`config.mk`:
```
export PLATFORM = sky130hd
export DESIGN_NAME = ex_stage
export DESIGN_NICKNAME = d
export VERILOG_FILES = /design/src/rtl/ex_stage_pkg.sv /design/src/rtl/ex_alu.sv /design/src/rtl/ex_stage.sv
export SDC_FILE = /design/constraint.sdc
export NUM_CORES = 1
export LEC_CHECK = 0
export ABC_AREA = 1
export ABC_CLOCK_PERIOD_IN_PS = 2320
export BUFFER_PORTS_ARGS = -buffer_cell sky130_fd_sc_hd__buf_2
export CORE_MARGIN = 1.5
export CORE_UTILIZATION = 35
export CTS_CLUSTER_DIAMETER = 80
export DETAILED_ROUTE_END_ITERATION = 10
export GPL_TIMING_DRIVEN = 0
export PLACE_DENSITY_LB_ADDON = 0.12
export SLEW_MARGIN = 40
export SYNTH_ARGS = -nofsm -noshare
export SYNTH_HDL_FRONTEND = slang
export SYNTH_HIERARCHICAL = 1
export SYNTH_SLANG_ARGS = --single-unit
```
`constraint.sdc`:
```
create_clock -name clk -period 2.32 [get_ports clk]
set_input_delay 0.348 -clock clk [delete_from_list [all_inputs] [get_ports clk]]
set_output_delay 0.348 -clock clk [all_outputs]
set_load 0.1 [all_outputs]
```
`src/rtl/ex_stage_pkg.sv`:
```
// ----------------------------------------------------------------------------
// ex_stage_pkg
//   Shared LC-3b types for the execute stage: opcode and ALU-operation enums,
//   the forwarding-select enum, the control word carried down the pipe, the
//   EX/MEM field widths and the forwarding mux helper.
//   No ports (package).
// ----------------------------------------------------------------------------
package ex_stage_pkg;

   localparam int WORD_W = 16;
   localparam int DEST_W = 3;
   localparam int NZP_W  = 3;
   localparam int SHF_W  = 4;
   localparam int FWD_W  = 2;

   typedef enum logic [3:0] {
      op_br   = 4'b0000,
      op_add  = 4'b0001,
      op_ldb  = 4'b0010,
      op_stb  = 4'b0011,
      op_jsr  = 4'b0100,
      op_and  = 4'b0101,
      op_ldr  = 4'b0110,
      op_str  = 4'b0111,
      op_rti  = 4'b1000,
      op_not  = 4'b1001,
      op_ldi  = 4'b1010,
      op_sti  = 4'b1011,
      op_jmp  = 4'b1100,
      op_shf  = 4'b1101,
      op_lea  = 4'b1110,
      op_trap = 4'b1111
   } lc3b_opcode;

   typedef enum logic [2:0] {
      alu_add  = 3'd0,
      alu_and  = 3'd1,
      alu_not  = 3'd2,
      alu_pass = 3'd3,
      alu_sll  = 3'd4,
      alu_srl  = 3'd5,
      alu_sra  = 3'd6
   } lc3b_aluop;

   typedef enum logic [FWD_W-1:0] {
      fwd_reg   = 2'b00,
      fwd_exmem = 2'b01,
      fwd_memwb = 2'b10,
      fwd_rsvd  = 2'b11
   } lc3b_fwd_sel;

   // jsr_imm is instruction bit 11: set for JSR (PC-relative target),
   // clear for JSRR (register target). Both share the JSR opcode.
   typedef struct packed {
      lc3b_opcode opcode;
      lc3b_aluop  aluop;
      logic       alub_sel;
      logic       mem_read;
      logic       mem_write;
      logic       load_regfile;
      logic       jsr_imm;
   } lc3b_control_word;

   // The reserved select code falls back to the register-file value.
   function automatic logic [WORD_W-1:0] fwdMux(
      input logic [WORD_W-1:0] regVal,
      input lc3b_fwd_sel       sel,
      input logic [WORD_W-1:0] memVal,
      input logic [WORD_W-1:0] wbVal
   );
      case (sel)
         fwd_exmem: fwdMux = memVal;
         fwd_memwb: fwdMux = wbVal;
         default:   fwdMux = regVal;
      endcase
   endfunction

endpackage

```
`src/rtl/ex_alu.sv`:
```
// ----------------------------------------------------------------------------
// ex_alu
//   Combinational 16-bit ALU and barrel shifter. Carry out is discarded.
//   Ports:
//     i_aluop   in   operation select (lc3b_aluop)
//     i_a       in   16  operand A (also the shifted operand)
//     i_b       in   16  operand B
//     i_shf     in   4   shift amount
//     o_result  out  16  result
// ----------------------------------------------------------------------------
module ex_alu
   import ex_stage_pkg::*;
(
   input  lc3b_aluop         i_aluop,
   input  logic [WORD_W-1:0] i_a,
   input  logic [WORD_W-1:0] i_b,
   input  logic [SHF_W-1:0]  i_shf,
   output logic [WORD_W-1:0] o_result
);

   // One operation per opcode; shifts always act on operand A, and the
   // arithmetic right shift refills with A's sign bit.
   always_comb begin
      o_result = '0;
      case (i_aluop)
         alu_add:  o_result = i_a + i_b;
         alu_and:  o_result = i_a & i_b;
         alu_not:  o_result = ~i_a;
         alu_pass: o_result = i_b;
         alu_sll:  o_result = i_a << i_shf;
         alu_srl:  o_result = i_a >> i_shf;
         alu_sra:  o_result = $unsigned($signed(i_a) >>> i_shf);
         default:  o_result = '0;
      endcase
   end

endmodule

```
`src/rtl/ex_stage.sv`:
```
// ----------------------------------------------------------------------------
// ex_stage
//   LC-3b execute stage. Selects forwarded operands, runs the ALU, forms the
//   memory address, resolves BR/JMP/JSR/JSRR/TRAP, and latches everything
//   into the EX/MEM register. A taken transfer pulses redirect_out for one
//   advancing cycle and drops the next SQUASH_DEPTH slots as bubbles.
//   Ports:
//     clk, reset_n                 clock, async active-low reset
//     valid_in, ctrl_in            ID/EX slot valid and control word
//     sr1_in, sr2_in               register operands
//     offset6_in                   sign-extended offset6/imm5
//     branch_offset_in             sign-extended PC offset, already <<1
//     nzp_in, cc_in                BR condition bits / architectural CCs
//     dest_in, pc_in               destination register, PC+2 of the op
//     dest_data_in                 store source register value
//     trapvector_in                zext(trapvect8)<<1
//     shfval_in                    shift amount
//     fwd_a_sel, fwd_b_sel         forwarding selects
//     fwd_mem_data, fwd_wb_data    forwarded values
//     stall_pipeline               hold EX/MEM and the squash counter
//     valid_out ... pc_out         EX/MEM register outputs
//     redirect_out, redirect_pc_out  one-cycle fetch redirect and target
// ----------------------------------------------------------------------------
module ex_stage
   import ex_stage_pkg::*;
#(
   parameter int SQUASH_DEPTH = 2
)
(
   input  logic                    clk,
   input  logic                    reset_n,
   input  logic                    valid_in,
   input  lc3b_control_word        ctrl_in,
   input  logic [WORD_W-1:0]       sr1_in,
   input  logic [WORD_W-1:0]       sr2_in,
   input  logic [WORD_W-1:0]       offset6_in,
   input  logic [WORD_W-1:0]       branch_offset_in,
   input  logic [NZP_W-1:0]        nzp_in,
   input  logic [DEST_W-1:0]       dest_in,
   input  logic [WORD_W-1:0]       pc_in,
   input  logic [WORD_W-1:0]       dest_data_in,
   input  logic [WORD_W-1:0]       trapvector_in,
   input  logic [SHF_W-1:0]        shfval_in,
   input  logic [NZP_W-1:0]        cc_in,
   input  logic [FWD_W-1:0]        fwd_a_sel,
   input  logic [FWD_W-1:0]        fwd_b_sel,
   input  logic [WORD_W-1:0]       fwd_mem_data,
   input  logic [WORD_W-1:0]       fwd_wb_data,
   input  logic                    stall_pipeline,
   output logic                    valid_out,
   output lc3b_control_word        ctrl_out,
   output logic [WORD_W-1:0]       result_out,
   output logic [WORD_W-1:0]       addr_out,
   output logic [WORD_W-1:0]       store_data_out,
   output logic [DEST_W-1:0]       dest_out,
   output logic [WORD_W-1:0]       pc_out,
   output logic                    redirect_out,
   output logic [WORD_W-1:0]       redirect_pc_out
);

   localparam int CNT_W = (SQUASH_DEPTH < 2) ? 1 : $clog2(SQUASH_DEPTH + 1);

   logic [WORD_W-1:0] w_opA;
   logic [WORD_W-1:0] w_opB;
   logic [WORD_W-1:0] w_storeData;
   logic [WORD_W-1:0] w_aluResult;
   logic [WORD_W-1:0] w_result;
   logic [WORD_W-1:0] w_addr;
   logic [WORD_W-1:0] w_pcRel;
   logic [WORD_W-1:0] w_target;
   logic              w_xferTaken;
   logic              w_squashing;
   logic              w_effValid;
   logic              w_taken;

   logic                    r_valid;
   lc3b_control_word        r_ctrl;
   logic [WORD_W-1:0]       r_result;
   logic [WORD_W-1:0]       r_addr;
   logic [WORD_W-1:0]       r_storeData;
   logic [DEST_W-1:0]       r_dest;
   logic [WORD_W-1:0]       r_pc;
   logic                    r_redirect;
   logic [WORD_W-1:0]       r_redirectPc;
   logic [CNT_W-1:0]        r_squashCnt;

   // Operand selection: B switches to the immediate when alub_sel is set,
   // while store data always follows the B-side forwarding select.
   always_comb begin
      w_opA       = fwdMux(sr1_in, lc3b_fwd_sel'(fwd_a_sel), fwd_mem_data, fwd_wb_data);
      w_opB       = ctrl_in.alub_sel ? offset6_in
                  : fwdMux(sr2_in, lc3b_fwd_sel'(fwd_b_sel), fwd_mem_data, fwd_wb_data);
      w_storeData = fwdMux(dest_data_in, lc3b_fwd_sel'(fwd_b_sel), fwd_mem_data, fwd_wb_data);
      w_addr      = w_opA + offset6_in;
   end

   ex_alu u_alu (
      .i_aluop  (ctrl_in.aluop),
      .i_a      (w_opA),
      .i_b      (w_opB),
      .i_shf    (shfval_in),
      .o_result (w_aluResult)
   );

   // Control-transfer resolution. Linking ops (JSR/JSRR/TRAP) replace the
   // ALU result with the return address so writeback needs no extra path.
   always_comb begin
      w_pcRel     = pc_in + branch_offset_in;
      w_xferTaken = 1'b0;
      w_target    = w_pcRel;
      w_result    = w_aluResult;
      case (ctrl_in.opcode)
         op_br: begin
            w_xferTaken = |(nzp_in & cc_in);
            w_target    = w_pcRel;
         end
         op_jmp: begin
            w_xferTaken = 1'b1;
            w_target    = w_opA;
         end
         op_jsr: begin
            w_xferTaken = 1'b1;
            w_target    = ctrl_in.jsr_imm ? w_pcRel : w_opA;
            w_result    = pc_in;
         end
         op_trap: begin
            w_xferTaken = 1'b1;
            w_target    = trapvector_in;
            w_result    = pc_in;
         end
         default: begin
            w_xferTaken = 1'b0;
         end
      endcase
   end

   // A slot that arrives while wrong-path ops are still being dropped can
   // neither write EX/MEM nor redirect fetch.
   always_comb begin
      w_squashing = (r_squashCnt != '0);
      w_effValid  = valid_in & ~w_squashing;
      w_taken     = w_effValid & w_xferTaken;
   end

   // EX/MEM register and squash counter. Everything, including the redirect
   // pulse, freezes under stall so a stalled taken branch fires exactly once
   // after the stall clears. During a squash every slot, empty or not, is
   // turned into a bubble and counts down the remaining wrong-path depth.
   always_ff @(posedge clk or negedge reset_n) begin
      if (!reset_n) begin
         r_valid      <= 1'b0;
         r_ctrl       <= '0;
         r_result     <= '0;
         r_addr       <= '0;
         r_storeData  <= '0;
         r_dest       <= '0;
         r_pc         <= '0;
         r_redirect   <= 1'b0;
         r_redirectPc <= '0;
         r_squashCnt  <= '0;
      end else if (!stall_pipeline) begin
         r_result    <= w_result;
         r_addr      <= w_addr;
         r_storeData <= w_storeData;
         r_dest      <= dest_in;
         r_pc        <= pc_in;
         if (w_squashing) begin
            r_squashCnt <= r_squashCnt - CNT_W'(1);
            r_valid     <= 1'b0;
            r_ctrl      <= '0;
            r_redirect  <= 1'b0;
         end else begin
            r_valid    <= w_effValid;
            r_ctrl     <= w_effValid ? ctrl_in : '0;
            r_redirect <= w_taken;
            if (w_taken) begin
               r_redirectPc <= w_target;
               r_squashCnt  <= CNT_W'(SQUASH_DEPTH);
            end
         end
      end
   end

   assign valid_out       = r_valid;
   assign ctrl_out        = r_ctrl;
   assign result_out      = r_result;
   assign addr_out        = r_addr;
   assign store_data_out  = r_storeData;
   assign dest_out        = r_dest;
   assign pc_out          = r_pc;
   assign redirect_out    = r_redirect;
   assign redirect_pc_out = r_redirectPc;

endmodule

```
==> impl_metrics.ini <==
[place]
preCtsSetupSlack_ns = -1.27
port_buffers = 270
place.gp.congestion = 1.00
hpwlAfterDp_mm = 38.0

[synth]
synth_ff_type = dfrtp_1
synth-seq-area-share_pct = 25.8
yosysTopAreaCellShare_pct = 25.8
synthMuxAreaShare_pct = 0
avgSynthCellArea_um2 = 6.05
synth_most_common_cell = nand2_1
synth_nets = 1822
synth_top_family_by_area = simple AND/OR/NAND/NOR gates
ys_top_cells_by_count = nand2_1, nand3_1, nor2_1
netlist_instances = 1590
async_reset_ff_share_pct = 100
synth_edf_count = 0
yosys.area.top_type = dfrtp_1
synthXorXnorAreaFrac_pct = 0.364
synthSimpleGateAreaFrac_pct = 42.0
synth_compound_area_share_pct = 15.5
synthTopCellsByArea = dfrtp_1, nand2_1, nand3_1, ha_1, a21oi_1
syn_area_um2 = 9610
yosys_warnings = 6
yosysUniqueCellTypes = 49
synthAdderAreaFrac_pct = 7.39
synth-seq-cells = 99

[detailed_routing]
ant_nets = 0
drc = 0
drt-total-wl_mm = 47.8
wl_per_cell_um = 20.9
dr_total_vias = 12300
drt_iter0_drc = 1000
viasPerCell = 5.40
first_pass_iters = 8

[global_routing]
grt_pass1_wl_mm = 69.4
antenna_found_initial = 0
gr-total-overflow = 0
grt_pass1_vias = 11600
grt_max_degree = 68
grt.total_usage_pct = 32.7

[timing]
fin_crit_sh_pct = 104
worstMarginPinSlew_ns = 0.676
maxSlewViolCount = 0
finalSetupViolCount = 9
finalWorstSetupSlack_ns = -0.0895
hold_slack_ns = 0.168
fmax_mhz = 415
fin_skew_ns = 0.0142
rsz0062_at_grt = true
fin_crit_ns = 2.41
finalHoldViolCount = 0
slew_headroom_pct = 54.9

[floorplanning]
dieArea_um2 = 28500
pin_count = 274
rows = 60
die_y_um = 169
initial_core_util_pct = 35.7
core_area_um2 = 27000
die_w_um = 169

[worst_setup_path]
crit_arrival_ns = 2.64
cp-end-kind = register
worstPathCellList = buf_8, inv_4, ha_4, clkbuf_8, buf_8, nand2_1, nand3_2, o21ai_4, clkinv_4, ha_4, nand2_2, inv_2, nand3_4, nor3_4, nand2_2, nand2_2, nand2_2, nand3_2, nand2_2, nand2_1, a31oi_1
slowest_stage = ha_4
worst_setup_path_start_kind = primary input
cpPeakStageDelay_ns = 0.34
cp_data_required_time_ns = 2.55
cpMostUsedCell = nand2_2
criticalPathCategory = primary input to register
cp_max_fo = 8

[clock_network]
clk_latency_ns = 0.37
clockRootBuffer = clkbuf_16
cts_sinks = 99
cts_buffer_depth = 2
cts_tree = built
path_clk_slew_ns = 0.09
numCtsBuffers = 9
cts_max_level = 3

[layout]
multiInputGateArea_um2 = 7690
area_delta_synth_final_pct = 46.3
fillers = 2740
fin_nets = 2171
regArea_um2 = 2480
antennaDiodeCount = 0
layout-drive-gt1-share_pct = 35.6

[run]
cap_violations = 0

[outcome]
status = finished with violations
failed_checks = setup timing

[power]
powerDensity_nw_per_um2 = 791
ir_drop_mv = 0.964
p_leak_uw = 0.00718

[hold_path]
hold_class = primary input to register
[cells by family (layout without fill, tap and decap cells)]
family	Yosys count	count (layout)
compound gates	266	266
xor+xnor	4	4
fa+ha+maj	55	55
buf+inv	201	555
flops	99	99
simple gates	965	965
[final timing paths]
check	from	end	slack, ns	cells past startpoint
worst min register to register	addr_out[14]$_DFFE_PN0N_	addr_out[14]$_DFFE_PN0N_	0.47	2
worst min-delay path	dest_in[0]	dest_out[0]$_DFFE_PN0N_	0.17	3
max in group asynchronous	reset_n	store_data_out[10]$_DFFE_PN0N_	1.24	3
min in group asynchronous	reset_n	valid_out$_DFFE_PN0N_	0.43	2
worst max-delay path	fwd_a_sel[0]	result_out[14]$_DFFE_PN0N_	-0.09	21
worst max register to register	r_squashCnt[0]$_DFFE_PN0P_	redirect_pc_out[6]$_DFFE_PN0P_	0.40	9
[repair_timing]
item                                    4_1_cts  5_1_grt
hold buffers                                  1        0
gates resized for setup                     205      140
endpoints found under the hold margin        32        0
endpoints found under the setup margin       28       26
setup buffers                                47       16
cloned                                        4        2
pin swaps                                    60       83
[state kept, by name (all words and copies together) (netlist names)]
| register | count |
|---|---|
| valid_out | 1 |
| redirect_out | 1 |
| addr_out | 16 |
| r_squashCnt | 2 |
| result_out | 16 |
| ctrl_out | 12 |
| dest_out | 3 |
| redirect_pc_out | 16 |
| store_data_out | 16 |
| pc_out | 16 |
[placed cells by master (no fill, tap or decap), types with 16 or more instances in the layout]
cell type | Yosys | final
a22o_1 | 22 | 21
ha_4 | 0 | 26
inv_1 | 121 | 96
buf_6 | 8 | 16
nor2_2 | 1 | 16
o21ai_1 | 14 | 16
a31oi_1 | 17 | 17
inv_2 | 13 | 21
nand3_1 | 179 | 146
dfrtp_1 | 99 | 99
a21oi_4 | 0 | 19
o21ai_0 | 65 | 42
a21oi_1 | 127 | 89
nand2_2 | 4 | 61
nor2_1 | 141 | 119
buf_4 | 4 | 62
ha_1 | 52 | 23
buf_2 | 24 | 284
nand2_1 | 585 | 510
nand2_4 | 0 | 18
a21oi_2 | 1 | 20
nand3_2 | 3 | 34
[cell type report]
type | count | share of cell area [%]
Multi-Input combinational cell | 1290 | 54.7
Buffer | 63 | 3.58
Timing Repair Buffer | 341 | 14.8
Clock buffer | 9 | 1.60
Inverter | 135 | 4.03
Sequential cell | 99 | 17.6
Tap cell | 341 | 3.03
Clock inverter | 7 | 0.667
[per-layer routing]
metal,track usage [%],routed length (um)
met2,53.3,21700
met3,8.44,4100
met5,0,0
met4,12.5,1760
met1,41.4,20200
[power by group]
| part | internal [uW] | switching (uW) | total [uW] |
|---|---|---|---|
| logic | 1850 | 5300 | 7150 |
| registers | 2100 | 208 | 2300 |
| clock network | 783 | 894 | 1680 |
| total | 4730 | 6400 | 11100 |
[through the flow]
stage	TNS [ns]	utilization [%]	instance area, um2	power (uW)	std cells
6_report	-0.375	52.2	14100	11100	2285
5_1_grt	-1.57	52.2	14100	11700	2285
4_1_cts	-0.220	49.5	13300	10700	2267
3_5_place_dp	-25.14	43.9	11800	8510	2202
3_3_place_gp	-57.74	43.7	11800	8480	2201
2_1_floorplan	-0.458	-	10000	7010	1590
[critical path: cells and delay by family]
kind | cells | cell delay, ns
AOI/OAI and AO/OA | 2 | 0.17
adders and majority gates | 2 | 0.48
buffers and inverters | 6 | 0.64
and+or+nand+nor | 11 | 1.01
Power figures use the tool's default switching activity.
